[src/rtl/instr_dispatcher.sv]
// -----------------------------------------------------------------------------
// instr_dispatcher
//
// In-order, single-issue dispatcher between the instruction FIFO and the three
// TPU execution controllers (weight flow, matrix multiply, activation).
// A one-entry hold register keeps the current instruction until its target
// controller and that controller's upstream dependency are free. The
// instruction then retires with a one-cycle issue pulse and a registered copy
// of the opcode and payload. SYNC waits for every controller to drain.
// HALT parks the block in HALTED until `resume` is seen.
//
// Handshake: an instruction transfers on a clock edge where
// instr_valid && instr_ready. instr_ready does not depend on instr_valid.
// A retire and an accept may share one edge, so one instruction per cycle
// can be sustained.
//
// Ports
//   clk, rst                 clock, synchronous active-high reset
//   enable                   global advance; low freezes state, pulses read 0
//   instr_valid/instr_ready  instruction FIFO handshake
//   instr_op, instr_payload  opcode and operands of the offered instruction
//   *_busy, *_resource_busy  controller status inputs
//   resume                   leaves HALTED
//   *_instr_enable           one-cycle issue pulses, one per controller
//   out_op, out_payload      last issued unit instruction, held until next
//   sync_done, illegal_instr one-cycle pulses
//   halted                   FSM state (high in HALTED)
//   retired_count            retired instructions, wraps at 16 bits
// -----------------------------------------------------------------------------
module instr_dispatcher #(
  parameter int PAYLOAD_WIDTH = 72
) (
  input  logic                     clk,
  input  logic                     rst,
  input  logic                     enable,
  input  logic                     instr_valid,
  output logic                     instr_ready,
  input  logic [7:0]               instr_op,
  input  logic [PAYLOAD_WIDTH-1:0] instr_payload,
  input  logic                     weight_busy,
  input  logic                     weight_resource_busy,
  input  logic                     matmul_busy,
  input  logic                     matmul_resource_busy,
  input  logic                     act_busy,
  input  logic                     act_resource_busy,
  input  logic                     resume,
  output logic                     weight_instr_enable,
  output logic                     matmul_instr_enable,
  output logic                     act_instr_enable,
  output logic [7:0]               out_op,
  output logic [PAYLOAD_WIDTH-1:0] out_payload,
  output logic                     sync_done,
  output logic                     illegal_instr,
  output logic                     halted,
  output logic [15:0]              retired_count
);

  typedef enum logic {
    RUN    = 1'b0,
    HALTED = 1'b1
  } state_t;

  typedef enum logic [2:0] {
    C_NOP,
    C_SYNC,
    C_HALT,
    C_WEIGHT,
    C_MATMUL,
    C_ACT,
    C_ILLEGAL
  } op_class_t;

  state_t                   state_q, state_d;
  logic                     hold_valid;
  logic [7:0]               hold_op;
  logic [PAYLOAD_WIDTH-1:0] hold_payload;
  op_class_t                hold_class;

  // Guard flags cover the cycle between an issue and the unit raising busy.
  logic g_w, g_m, g_a;
  // Pulse registers; the outputs are these gated by enable.
  logic w_q, m_q, a_q, sync_q, ill_q;

  logic can_issue, retire, accept;

  // Nothing sits downstream of the activation controller, so its busy flag
  // never gates an issue.
  logic unused;
  assign unused = act_busy;

  // Opcode decode; the unit ranges are disjoint.
  always_comb begin
    hold_class = C_ILLEGAL;
    if (hold_op[7])                     hold_class = C_ACT;
    else if (hold_op[7:5] == 3'b001)    hold_class = C_MATMUL;
    else if (hold_op[7:3] == 5'b00001)  hold_class = C_WEIGHT;
    else if (hold_op == 8'h00)          hold_class = C_NOP;
    else if (hold_op == 8'h01)          hold_class = C_SYNC;
    else if (hold_op == 8'h02)          hold_class = C_HALT;
  end

  // Each unit waits on its own resource and on its upstream producer.
  always_comb begin
    can_issue = 1'b1;
    case (hold_class)
      C_WEIGHT: can_issue = !weight_resource_busy && !g_w;
      C_MATMUL: can_issue = !matmul_resource_busy && !g_m && !weight_busy && !g_w;
      C_ACT:    can_issue = !act_resource_busy && !g_a && !matmul_busy && !g_m;
      C_SYNC:   can_issue = !weight_resource_busy && !matmul_resource_busy &&
                            !act_resource_busy && !g_w && !g_m && !g_a;
      default:  can_issue = 1'b1;
    endcase
  end

  assign retire      = enable && hold_valid && can_issue;
  assign instr_ready = enable && (state_q == RUN) && (!hold_valid || can_issue) &&
                       !(hold_valid && hold_class == C_HALT);
  assign accept      = instr_valid && instr_ready;

  // Next state. resume is only looked at in HALTED, so a resume arriving on
  // the same edge as the HALT retire is dropped.
  always_comb begin
    state_d = state_q;
    case (state_q)
      RUN:     if (retire && hold_class == C_HALT) state_d = HALTED;
      HALTED:  if (enable && resume)               state_d = RUN;
      default: state_d = RUN;
    endcase
  end

  always_ff @(posedge clk) begin
    if (rst) begin
      state_q       <= RUN;
      hold_valid    <= 1'b0;
      hold_op       <= '0;
      hold_payload  <= '0;
      g_w           <= 1'b0;
      g_m           <= 1'b0;
      g_a           <= 1'b0;
      w_q           <= 1'b0;
      m_q           <= 1'b0;
      a_q           <= 1'b0;
      sync_q        <= 1'b0;
      ill_q         <= 1'b0;
      out_op        <= '0;
      out_payload   <= '0;
      retired_count <= '0;
    end else if (enable) begin
      state_q <= state_d;
      if (accept) begin
        hold_valid   <= 1'b1;
        hold_op      <= instr_op;
        hold_payload <= instr_payload;
      end else if (retire) begin
        hold_valid <= 1'b0;
      end
      g_w    <= retire && hold_class == C_WEIGHT;
      g_m    <= retire && hold_class == C_MATMUL;
      g_a    <= retire && hold_class == C_ACT;
      w_q    <= retire && hold_class == C_WEIGHT;
      m_q    <= retire && hold_class == C_MATMUL;
      a_q    <= retire && hold_class == C_ACT;
      sync_q <= retire && hold_class == C_SYNC;
      ill_q  <= retire && hold_class == C_ILLEGAL;
      if (retire && (hold_class == C_WEIGHT || hold_class == C_MATMUL ||
                     hold_class == C_ACT)) begin
        out_op      <= hold_op;
        out_payload <= hold_payload;
      end
      if (retire) retired_count <= retired_count + 16'd1;
    end else begin
      // A pulse must not survive a frozen cycle and reappear afterwards.
      w_q    <= 1'b0;
      m_q    <= 1'b0;
      a_q    <= 1'b0;
      sync_q <= 1'b0;
      ill_q  <= 1'b0;
    end
  end

  assign weight_instr_enable = w_q && enable;
  assign matmul_instr_enable = m_q && enable;
  assign act_instr_enable    = a_q && enable;
  assign sync_done           = sync_q && enable;
  assign illegal_instr       = ill_q && enable;
  assign halted              = (state_q == HALTED);

endmodule
[config.mk]
export PLATFORM = sky130hd
export DESIGN_NAME = instr_dispatcher
export DESIGN_NICKNAME = d
export VERILOG_FILES = /design/src/rtl/instr_dispatcher.sv
export SDC_FILE = /design/constraint.sdc
export NUM_CORES = 1
export LEC_CHECK = 0
export ABC_AREA = 0
export CORE_AREA = 5 5 176 136
export CTS_CLUSTER_DIAMETER = 60
export DETAILED_ROUTE_END_ITERATION = 10
export DIE_AREA = 0 0 181 141
export HOLD_SLACK_MARGIN = 0.03
export SKIP_LAST_GASP = 1
export SLEW_MARGIN = 20
export SYNTH_ARGS = -nofsm -noshare
export SYNTH_HDL_FRONTEND = slang
export SYNTH_SLANG_ARGS = --single-unit
[constraint.sdc]
create_clock -name clk -period 5.5 [get_ports clk]
set_clock_uncertainty 0.05 [all_clocks]
set_input_delay 1.1 -clock clk [delete_from_list [all_inputs] [get_ports clk]]
set_output_delay 1.1 -clock clk [all_outputs]
set_load 0.05 [all_outputs]
Word-level counts from Yosys, hierarchy flattened
Index checks and enable logic that the tools add are counted.

Add/subtract/negate cells: 1. Multiply operators: 0. Div/mod/pow operators: 0. Order comparisons: 0. Equality and inequality tests: 10. Shifts and indexed selects: 0. Mux-type cells: 12. Bitwise gates (word level): 2. Reductions and logical operators: 52.

Operators by type and width (number): $logic_and 1x1->1 (32); $mux 3 (6); $add 16x1->16 const B (1); $logic_not 1->1 (10); $eq 3x3->1 const B (3); $eq 8x1->1 const B (1); $eq 8x2->1 const B (1); $logic_not 8->1 (1); $reduce_and 2->1 (4); $eq 3x1->1 const B (2); $eq 3x2->1 const B (2); $eq 5x1->1 const B (1); $mux 1 (4); $pmux 1 s4 (1); $logic_or 1x1->1 (3); $not 1->1 (2); $pmux 1 s2 (1); $reduce_bool 2->1 (1); $reduce_or 2->1 (1).

Bits in registers: 186. Latch bits: 0. Memory bits (writable): 0. Memory bits (read-only): 0. Input port bits: 91. Output and inout bits: 103. Word-level logic and storage cells: 92. Memories: 0.

Logic depth before layout (Yosys ltp)
Depth after elaboration: 15. Depth in mapped cells: 9. Mapped depth without buffers: 6.

Worst setup path after synthesis
No wires, ideal clock.

Path kind: input to output. Start point: input matmul_resource_busy. End point: output instr_ready. Data arrival time: 3.472 ns. Required time: 4.350 ns. Path slack: 0.878 ns. Stages: 5. Path through: or3_1 or4_4 a311oi_4 o21bai_1 a21boi_0.

Cells in the longest elaborated chain, start to end: 10. Elaborated cells between the ends (all ways): 13. Those cells by class: mux (1); reduce/logical (12).

Ends and longest elaborated chain: start: declaration (line 43) `input logic matmul_resource_busy,`; $logic_not 1->1 * (line 107, 109); $logic_and 1x1->1 (2 in a row) (line 109) `C_SYNC: can_issue = !weight_resource_busy && !matmul_resource_busy &&`; $logic_and 1x1->1 (3 in a row) (line 110) `!act_resource_busy && !g_w && !g_m && !g_a;`; $pmux 1 s4 * (line 105) `case (hold_class)`; $logic_or 1x1->1 * (line 116) `assign instr_ready = enable && (state_q == RUN) && (!hold_valid || can_issue) &&`; $logic_and 1x1->1 * (2 in a row) (line 116); end: declaration (line 37) `output logic instr_ready,`.

Mark *: on every way between the ends. The rest lies on a longest branch, timed or not.

Worst setup path after layout
Ends and elaborated chain as after synthesis.

==> metrics.md <==
| Metric | Value |
|---|---|
| Largest area contributor in the netlist | `dfxtp_1` |
| Worst setup SP type | `input pin` |
| Post-route setup slack | `0.9959 ns` |
| Fin cells | `1318` |
| Top_reg_cell synth | `dfxtp_1` |
| CP Capture Type | `primary output` |
| Worst Hold Launch | `hold_payload[24]` |
| Fraction of registers with async set/reset | `0%` |
| R2r worst-path depth | `7` |
| Tmin final | `4.504 ns` |
| Max cap viols | `0` |
| Met1 Resource Use GR | `about a fifth` |
| Cell count after synthesis | `847` |
| Worst Tran Pin Value | `0.9128 ns` |
| Fin. Hold Viols | `0` |
| Ys Warns | `0` |
| Reg2Reg Capture Point | `hold_payload[39]` |
| Die area | `25520 sq um` |
| Simple-Gate Fraction of Synth Area | `26.27%` |
| XOR/XNOR share of the synthesized area | `less than 1%` |
| Rel. slew slack | `between 30% and 40%` |
| 1st-iter DRT viols | `315` |
| Post-DP HPWL | `about 12000 um` |
| Drt drc | `0` |
| Fin Setup TNS | `0 ns` |
| CTS tree | `yes` |
| Worst min path class | `reg -> reg` |
| Worst-Skew Late Latency | `roughly 0.42 ns` |
| Routed vias | `6015` |
| Die span in x | `181 um` |
| Clock slew at reported path FFs | `0.07 ns` |
| Rows | `48` |
| GR Layer Usage met2 | `22.98%` |
| N_diodes | `0` |
| Mapped Nets | `939` |
| GP Congestion | `0.7555` |
| Nets@finish | `~1100` |
| Hold endpoint | `out_payload[24]` |
| Total number of H-tree levels | `4` |
| Initial antenna violation count | `1` |
| Pre-Repair DR Iteration Count | `4` |
| Period utilisation layout | `81.89%` |
| Synth top area share | `roughly half` |
| Post-route ant nets | `0` |
| Leading cell types in the layout, fill and taps excluded | `190 x clkdlybuf4s50_1, 186 x dfxtp_1, 171 x nand2_1` |
| Worst r2r src | `hold_op[7]` |
| Yosys reg bits | `186` |
| Clock sinks | `around 190` |
| RSZ-0062 raised after global routing | `false` |
| Synth Area in Adders | `less than 1%` |
| VDD IR max | `0.1733 mV` |
| Avg WL per Cell | `14.35 um` |
| GRT Total Usage | `14.91%` |
| Pwr dens | `281.6 nW/um^2` |
| Final setup viols | `0` |
| Post-DR vias/cell | `4.564` |
| Die H | `141 um` |
| Mux share of post-synthesis cell area | `10.75%` |
| Status | `finished, final reports clean` |
| Mapped Area | `around 7500 sq um` |
| PostCTS Resize Cnt | `0` |
| Yosys cell types | `40` |
| Total gr overflow | `0` |
| Compound-cell area share of the yosys netlist | `9.353%` |
| IO Pins | `194` |
| Root Driver | `clkbuf_16` |
| Main combinational cell family by area after synthesis | `simple AND/OR/NAND/NOR gates` |
| Peak fanout along the critical path | `6` |
| Top Usage Layer GRT | `met2` |
| Leading cell type in the layout, fill and taps excluded | `clkdlybuf4s50_1` |
| Core ar. | `22280 sq um` |
| Post-synth EDFFs | `0` |
| CTS max path bufs | `2` |
| Fmax achieved | `~220 MHz` |
| Setup CP Type | `in -> out` |
| R2R setup slack | `2.33 ns` |
| Final wirelength | `~19000 um` |
| P_leak | `around 0.0035 uW` |
| Vias in the first global route | `5937` |
| Synthesized area per cell | `8.908 sq um` |
| Share of layout cells above drive strength 1 | `4.715%` |
| Post-CTS Hold Fix Bufs | `0` |
| Slew Limit Fails | `0` |
| Starting Density | `33.86%` |
| First-pass GRT wire length | `roughly 31000 um` |
| Sequential area share after synthesis | `between 40 and 50%` |
| Req. time, crit path | `4.35 ns` |
| Area growth, synth to finish | `35.95%` |
| Met3 usage | `4.411%` |
| Leading post-synthesis cells by cell area | `dfxtp_1 49%, nand2b_1 13%, mux2i_1 11%, nand2_1 8.5%, a21oi_1 6.4%` |
| Post-CTS setup buffer count | `0` |
| Placed insts | `between 1000 and 1500` |
| CTS buffer count | `17` |
| Critical path arrival | `3.35 ns` |
| Dpl ws | `slightly above 1 ns` |
| PortBufs | `192` |
| Largest net degree at the start of global routing | `148` |
| Hold path cells | `2` |
==> through the flow <==
stage                     util [%]  hold slack [ns]  total power (uW)  instance area [sq um]
after floorplan                  -           0.3824              1558                   7545
after global placement       43.35           0.3907              1651                   9658
after detailed placement     43.35           0.3930              1654                   9658
after CTS                    46.04           0.4030              2935                  10260
after global routing         46.04           0.4173              3015                  10260
final                        46.04           0.4007              2888                  10260
==> worst max-delay path by stage <==
stage	from	end	cells after the start
after floorplan	matmul_resource_busy	instr_ready	5
after global placement	matmul_resource_busy	instr_ready	7
after detailed placement	matmul_resource_busy	instr_ready	7
after CTS	matmul_resource_busy	instr_ready	7
after global routing	matmul_resource_busy	instr_ready	7
final	matmul_resource_busy	instr_ready	7
==> state kept, by name (all words and copies together), names as in the netlist, 8 cells and up <==
register / count
hold_payload: 72
out_payload: 72
retired_count: 16
hold_op: 8
out_op: 8
==> synth_stat cells (8+ instances only) <==
master    number
dfxtp_1      186
nand2_1      171
nand2b_1     162
a21oi_1       97
mux2i_1       81
clkbuf_1      40
nor2_1        13
buf_2         11
buf_4          8
o21ai_0        8
or3_1          8
==> cell families (layout without fill, tap and decap cells) <==
| group | count (synthesis) | after routing |
|---|---|---|
| fa+ha+maj | 1 | 1 |
| xor+xnor | 3 | 3 |
| compound gates | 125 | 125 |
| flops | 186 | 186 |
| buf+inv | 64 | 235 |
| simple gates | 387 | 387 |
| mux | 81 | 81 |
==> report_power, final <==
group	switching [uW]	internal (uW)
logic	96.0	124
registers	22.0	1380
clock network	537	730
==> worst max-delay path, stage by stage <==
cell,delay (ns)
clkdlybuf4s50_1,0.41
or3_1,0.32
or4_4,0.45
a311oi_4,0.41
o21bai_1,0.21
a21boi_0,0.23
buf_4,0.23
==> final cells by class <==
cell class | instances | area, sq um
inverter | 4 | 15.01
multi-input combinational | 597 | 3556
fill | 2187 | 12020
clock inverter | 12 | 160.2
timing repair buffer | 201 | 1988
sequential | 186 | 3724
tap | 300 | 375.4
clock buffer | 18 | 439.2
==> metal layers <==
layer | share of wire, % | up-vias
met4 | 1.4 | 2
li1 | - | 3101
met2 | 44 | 120
met3 | 5.3 | 21
met5 | 0.069 | -
met1 | 49 | 2771
Note: power is estimated with default switching activity, not from simulation.
